--- config.mk ---
export PLATFORM = sky130hd
export DESIGN_NAME = bpsk_frame_ctrl
export DESIGN_NICKNAME = d
export VERILOG_FILES = /design/src/rtl/bpsk_pkg.sv /design/src/rtl/bpsk_sym_timer.sv /design/src/rtl/bpsk_frame_ctrl.sv
export SDC_FILE = /design/constraint.sdc
export NUM_CORES = 1
export LEC_CHECK = 0
export CAP_MARGIN = 20
export CORE_UTILIZATION = 37
export DETAILED_ROUTE_END_ITERATION = 10
export DONT_BUFFER_PORTS = 1
export PLACE_DENSITY = 0.48
export RECOVER_POWER = 100
export SLEW_MARGIN = 40
export SYNTH_ARGS = -nofsm -noshare
export SYNTH_HDL_FRONTEND = slang
export SYNTH_HIERARCHICAL = 1
export SYNTH_SLANG_ARGS = --single-unit
--- constraint.sdc ---
create_clock -name clk_sig -period 3.4 [get_ports clk_sig]
set_clock_uncertainty 0.05 [all_clocks]
set_input_delay 0.68 -clock clk_sig [delete_from_list [all_inputs] [get_ports clk_sig]]
set_output_delay 0.68 -clock clk_sig [all_outputs]
set_load 0.005 [all_outputs]
--- src/rtl/bpsk_pkg.sv ---
// bpsk_pkg: shared frame-controller state encoding and default parameters
package bpsk_pkg;
  typedef enum logic [1:0] {IDLE, PRE, SYNC, DATA} state_t;
  localparam int SPS_DEF = 8;
  localparam int PRE_LEN_DEF = 16;
  localparam logic [7:0] SYNC_WORD_DEF = 8'hD3;
endpackage

--- src/rtl/bpsk_sym_timer.sv ---
// bpsk_sym_timer: symbol counter 0..SPS-1 while run; strobe on count 0, sym_end on count SPS-1
module bpsk_sym_timer import bpsk_pkg::*; #(
  parameter int SPS = SPS_DEF
) (
  input  logic clk_sig,
  input  logic rst,
  input  logic run,
  output logic strobe,
  output logic sym_end
);
  logic [7:0] cnt;
  assign strobe = run && cnt == 8'd0;
  assign sym_end = run && cnt == 8'(SPS - 1);
  always_ff @(posedge clk_sig)
    cnt <= (rst || !run || sym_end) ? 8'd0 : cnt + 8'd1;
endmodule

--- src/rtl/bpsk_frame_ctrl.sv ---
// bpsk_frame_ctrl: BPSK framer (preamble, sync word, payload bytes MSB first) with 1-entry byte buffer; in_* byte handshake, base_sig/sym_strobe/tx_active/done/underrun to modulator
module bpsk_frame_ctrl import bpsk_pkg::*; #(
  parameter int SPS = SPS_DEF,
  parameter int PRE_LEN = PRE_LEN_DEF,
  parameter logic [7:0] SYNC_WORD = SYNC_WORD_DEF
) (
  input  logic       clk_sig,
  input  logic       rst,
  input  logic       in_valid,
  input  logic [7:0] in_data,
  input  logic       in_last,
  output logic       in_ready,
  output logic       base_sig,
  output logic       sym_strobe,
  output logic       tx_active,
  output logic       done,
  output logic       underrun
);
  state_t state, state_n;
  logic buf_full, buf_last, cur_last, cur_last_n, base_n, sym_end, bnd, fin, und, load;
  logic [7:0] buf_data, sh, sh_n, idx, idx_n;
  bpsk_sym_timer #(.SPS(SPS)) u_tmr (
    .clk_sig(clk_sig),
    .rst(rst),
    .run(state != IDLE),
    .strobe(sym_strobe),
    .sym_end(sym_end)
  );
  assign in_ready = ~buf_full & ~rst;
  assign tx_active = state != IDLE;
  always_comb begin
    bnd = sym_end && (state == SYNC || state == DATA) && idx == 8'd7;
    fin = bnd && cur_last;
    load = bnd && !cur_last && buf_full;
    und = bnd && !cur_last && !buf_full;
    state_n = state;
    idx_n = idx;
    sh_n = sh;
    cur_last_n = cur_last;
    base_n = base_sig;
    if (state == IDLE && buf_full) begin
      state_n = PRE;
      idx_n = 8'd0;
      base_n = 1'b1;
    end else if (sym_end && state == PRE) begin
      if (idx == 8'(PRE_LEN - 1)) begin
        state_n = SYNC;
        idx_n = 8'd0;
        sh_n = SYNC_WORD;
        cur_last_n = 1'b0;
        base_n = SYNC_WORD[7];
      end else begin
        idx_n = idx + 8'd1;
        base_n = idx[0];
      end
    end else if (load) begin
      state_n = DATA;
      idx_n = 8'd0;
      sh_n = buf_data;
      cur_last_n = buf_last;
      base_n = buf_data[7];
    end else if (fin || und) begin
      state_n = IDLE;
      base_n = 1'b0;
    end else if (sym_end) begin
      idx_n = idx + 8'd1;
      sh_n = {sh[6:0], 1'b0};
      base_n = sh[6];
    end
  end
  always_ff @(posedge clk_sig)
    if (rst) begin
      state <= IDLE;
      idx <= 8'd0;
      sh <= 8'd0;
      cur_last <= 1'b0;
      base_sig <= 1'b0;
      buf_full <= 1'b0;
      buf_data <= 8'd0;
      buf_last <= 1'b0;
      done <= 1'b0;
      underrun <= 1'b0;
    end else begin
      state <= state_n;
      idx <= idx_n;
      sh <= sh_n;
      cur_last <= cur_last_n;
      base_sig <= base_n;
      done <= fin;
      underrun <= und;
      if (in_valid && in_ready) begin
        buf_full <= 1'b1;
        buf_data <= in_data;
        buf_last <= in_last;
      end else if (load) buf_full <= 1'b0;
    end
endmodule

=== Yosys cells after proc, flatten, opt, wreduce, memory -nomap -nowiden ===
Index checks and enable logic that the tools add are counted.

* Muxes and demuxes: 26
* Multipliers: 0
* Order comparisons: 0
* Reduce and logical (&&, ||, !) cells: 33
* Shift operators: 0
* $add $sub $neg: 2
* Bitwise gates (word level): 4
* Equality and inequality tests: 9
* Divide/modulo/power cells: 0

{| class="wikitable"
|+ Operators with widths
! cell !! count
|-
| two-way mux 8 bit || 5
|-
| two-way mux 7 bit || 5
|-
| adder 8 x 1 -> 8 bit (second input constant) || 2
|-
| == test 8 x 3 -> 1 bit (second input constant) || 2
|-
| two-way mux 1 bit || 12
|-
| logical AND 1 bit || 11
|-
| == test 8 x 4 -> 1 bit (second input constant) || 1
|-
| zero test 8 bit || 1
|-
| two-way mux 2 bit || 4
|-
| AND reduction 2 bit || 3
|-
| nonzero test 2 bit || 3
|-
| nonzero test 3 bit || 2
|-
| nonzero test 5 bit || 1
|-
| == test 2 bit (second input constant) || 2
|-
| logical OR 1 bit || 4
|-
| AND reduction 4 bit || 1
|-
| nonzero test 4 bit || 1
|-
| zero test 1 bit || 3
|-
| != test 3 x 2 -> 1 bit (second input constant) || 1
|-
| != test 3 bit (second input constant) || 1
|-
| NOT 1 bit || 3
|-
| AND reduction 3 bit || 1
|-
| == test 2 x 1 -> 1 bit (second input constant) || 1
|-
| zero test 2 bit || 1
|-
| 3 further kinds || 3
|}

* Output and inout port bits: 6
* Input bits: 12
* Memories kept: 0
* Word-level logic and storage cells: 86
* RAM bits: 0
* Register bits: 39
* Memory bits (read-only): 0
* Latch bits: 0

=== Depth between registers and ports, before layout ===
* Word-level depth: 11
* Depth in mapped cells: 10

=== Modules after synthesis ===
Netlist, hierarchy kept.

{| class="wikitable"
|+ Modules (own cells, without submodules)
! module !! cells each !! instances !! area an instance (µm²)
|-
| bpsk_frame_ctrl || 172 || 1 || 1,501.4
|-
| bpsk_sym_timer || 44 || 1 || 386.6
|}

=== Least setup slack after synthesis ===
OpenSTA, ideal clock, no wires.

* Path kind: reg-to-reg
* Start point: reg u_tmr.cnt[3]
* End point: reg base_sig
* Cell stages (with the launch flop): 7
* Clock period less this slack: 2,677 ps
* Arrival: 2,489 ps
* Path slack: 723 ps
* Required time: 3,212 ps
* Path through: dfxtp_1 or4_4 nor4_1 inv_1 or4_1 a221oi_1 nor4_1

* Word-level cells in the longest chain between the ends: 11
* Elaborated cells on any way between the ends: 15
* Classes of those cells: eq/ne (1); mux (4); reduce/logical (10)

{| class="wikitable"
|+ Ends and longest elaborated chain
! element !! RTL line !! source
|-
| from (decl) || bpsk_sym_timer.sv:11 || <nowiki>logic [7:0] cnt;</nowiki>
|-
| from (signal assigned) || bpsk_sym_timer.sv:15 || <nowiki>cnt <= (rst || !run || sym_end) ? 8'd0 : cnt + 8'd1;</nowiki>
|-
| == test 8 x 3 -> 1 bit * || bpsk_sym_timer.sv:13 || <nowiki>assign sym_end = run && cnt == 8'(SPS - 1);</nowiki>
|-
| logical AND 1 bit * || bpsk_sym_timer.sv:13 ||
|-
| via sym_end || bpsk_frame_ctrl.sv:20 || <nowiki>logic buf_full, buf_last, cur_last, cur_last_n, base_n, sym_end, bnd, fin, und, load;</nowiki>
|-
| logical AND 1 bit (2 in a row) || bpsk_frame_ctrl.sv:32 || <nowiki>bnd = sym_end && (state == SYNC || state == DATA) && idx == 8'd7;</nowiki>
|-
| logical AND 1 bit || bpsk_frame_ctrl.sv:34, bpsk_frame_ctrl.sv:35 ||
|-
| logical AND 1 bit || bpsk_frame_ctrl.sv:35 || <nowiki>und = bnd && !cur_last && !buf_full;</nowiki>
|-
| logical OR 1 bit || bpsk_frame_ctrl.sv:62 || <nowiki>end else if (fin || und) begin</nowiki>
|-
| two-way mux 1 bit || bpsk_frame_ctrl.sv:62 ||
|-
| two-way mux 1 bit || bpsk_frame_ctrl.sv:56 || <nowiki>end else if (load) begin</nowiki>
|-
| two-way mux 1 bit || bpsk_frame_ctrl.sv:45 || <nowiki>end else if (sym_end && state == PRE) begin</nowiki>
|-
| two-way mux 1 bit || bpsk_frame_ctrl.sv:41 || <nowiki>if (state == IDLE && buf_full) begin</nowiki>
|-
| to (signal assigned) || bpsk_frame_ctrl.sv:88 || <nowiki>base_sig <= base_n;</nowiki>
|-
| to (decl) || bpsk_frame_ctrl.sv:13 || <nowiki>output logic base_sig,</nowiki>
|}

Mark *: on every way through the listed nets, which the timed path passes. The rest lies on a longest branch.
A chain may end at the register's enable or synchronous reset.

=== Worst setup path after layout ===
Ends and elaborated chain as after synthesis.

==> run metrics <==
Cell Area, Synth roughly 1900 um2; CTS Root Cell clkbuf_8; Peak VDD IR roughly 0.00027 V; initial drt markers 60; IO Count 18; register area share after synthesis 41.35%; largest family of logic cells by synthesized area simple AND/OR/NAND/NOR gates; Post-synth ARST share 0%; CTS Hold Buffers Added 0; DP Wirelength 2988 um; flops & latches, synth 39; total die area 5393 um2; Die Y approximately 73 um; FMAX 0.3511 GHz; critical path's slowest cell or4_1; Routability Congestion 0.8173; initial antenna violation count 0; largest net degree at the start of global routing 19; status finished clean; maximum buffer depth of the clock tree 2; Filler cells 508; aggregate global routing overflow 0; crit path buf inv count 2; layout cells sized above 1 5.607%; ys flop type dfxtp_1; Synth Warn # 6; # rows 25; H-tree depth 2; Avg Inst Size Synth 8.741 um2; Final nets 228; Final Hold Viols 0; P_leak around 0.73 nW; CP Class flip-flop to flip-flop; Post CTS Setup Buffer Count 0; cell family with most CP delay simple AND/OR/NAND/NOR gates; Post-Route Setup TNS 0 ns; Final setup viols 0; max-cap check violation count 0; core area 4817 um2; antenna cells 0; Overall Power 0.9124 mW; post-synthesis adder-cell area fraction between 1.5 and 2%; RSZ-0062 raised after global routing no; mux share of post-synthesis cell area between 2 and 2.5%; CTS tree built; vias in the first global route 1,469; Syn Nets 231; Yosys cell types 50; crit-path cells or4_1, nor4_1, buf_4, inv_1, or4_1, a221oi_1, nor4_1; most common cell in the netlist dfxtp_1; most instantiated cells after synthesis 39 x dfxtp_1, 26 x nand2_1, 17 x nor2_1, 13 x inv_1, 12 x o21ai_0; Num CTS Buffers 5; CP required 3.53 ns; Synth area leader dfxtp_1; Wirelength per Cell between 10 and 15 um; Mapped Cells 216; IO buf count 0; Worst Hold Class primary input to flip-flop; Area Overhead vs Synth 6.097%; simple-gate share of the synthesized area between 20% and 30%; Final period util 83.77%; Starting Density around two fifths; fin crit period 2.848 ns; Slew Limit Headroom 27.35%; die width 73.44 um; Post-DRT Antenna Nets 0; Sink Count 39; Final Util about two fifths; # resized after CTS 0; first-pass GRT wire length just over 7000 um; pwr/cell area 455.5 nW/um2; Crit Path Max Fanout 15; WL final 4131 um; top cells by area, synth dfxtp_1 41%, nand2_1 5.2%, nor2_1 3.4%, o21ai_0 3.2%, xor2_1 2.8%; Remaining DRCs 0; worst skew pair latency between 0.2 and 0.3 ns; Slew @ Worst Pin ~1.1 ns; GRT Total Usage 17.58%; Critical Path Sink Type flip-flop; Final Max Tran Viols 0; via count 1,547; Post-synth EDFFs 0; Synth Area in Compound Gates 18.95%; CP Data Arrival Time 2.98 ns; TritonRoute pass-1 iters 4; area share of the largest cell type after synthesis 41.35%; clock-pin slew on the worst setup and hold paths ~0.08 ns; drt via density 5.505; startpoint type of the worst setup path flip-flop; xor and xnor fraction of the mapped netlist area 3.711%; Max stage delay on crit path 0.63 ns
[sequential cells by signal (all words and copies together), names as in the netlist]
| name | flops |
|---|---|
| sh | 7 |
| cur_last | 1 |
| idx | 8 |
| buf_full | 1 |
| base_sig | 1 |
| done | 1 |
| state | 2 |
| buf_data | 8 |
| u_tmr/cnt | 8 |
| underrun | 1 |
| buf_last | 1 |
[logic make-up after synthesis]
family	count (synthesis)
buf+inv	24
flops	39
fa+ha+maj	3
compound gates	47
mux	4
xor+xnor	8
simple gates	91
[path summary, 6_finish.rpt]
check | end | cells after the start | from | slack (ns)
max reg2reg | base_sig | 7 | u_tmr/cnt[3] | 0.55
min | state[0] | 1 | rst | 0.40
min reg2reg | buf_data[6] | 2 | buf_data[6] | 0.41
max | base_sig | 7 | u_tmr/cnt[3] | 0.55
[where the power goes]
part	internal, mW	leakage (nW)	switching, mW
Combinational	0.0119	0.352	0.0235
Clock	0.237	0.0612	0.163
Sequential	0.467	0.316	0.00939
[cells in the final DEF, fill, tap and decap left out, drive strengths merged, types with 4 or more instances in the layout]
cell / synthesis / final
a21oi: 5 / 5
a311oi: 4 / 4
a31oi: 4 / 4
clkbuf: 8 / 6
dfxtp: 39 / 39
inv: 13 / 13
mux2i: 4 / 4
nand2: 26 / 26
nand2b: 4 / 4
nand3: 5 / 5
nand4: 5 / 5
nor2: 17 / 17
nor4: 4 / 4
o21ai: 14 / 14
or3: 6 / 6
xor2: 6 / 6
[stage by stage]
stage / cell area, um2 / worst slack [ns] / cells / hold slack (ns)
floorplan: 1888 / 0.7226 / 216 / 0.3733
global placement: 1928 / 0.7842 / 273 / 0.3872
detailed placement: 1928 / 0.6534 / 273 / 0.3966
CTS: 2046 / 0.6365 / 281 / 0.3842
global route: 2003 / 0.3589 / 281 / 0.3833
finish: 2003 / 0.5518 / 281 / 0.3970
[final cells by class]
class / instances / area [um2] / share of cell area, %
well taps: 67 / 83.83 / 4.185
repair buffers: 1 / 7.507 / 0.3748
clock buffers: 6 / 82.58 / 4.122
inverters: 13 / 48.80 / 2.436
multi-input cells: 153 / 964.7 / 48.16
flip-flops and latches: 39 / 780.7 / 38.98
clock inverters: 2 / 35.03 / 1.749
[layer usage]
layer  global-route usage [%]  vias up  wire (um)
li1                         -      770          -
met1                    23.64      709       1926
met2                    26.95       58       1850
met3                    5.213       10        284
met4                    5.769        0         69
met5                        0        -          0
[worst register-to-register path, delay by kind of cell (launching register included)]
| kind | cells | cell delay (ns) |
|---|---|---|
| buf+inv | 2 | 0.35 |
| compound gates | 1 | 0.38 |
| simple gates | 4 | 1.59 |
| flops | 1 | 0.37 |
No activity file was read; power rests on OpenSTA's default activity.
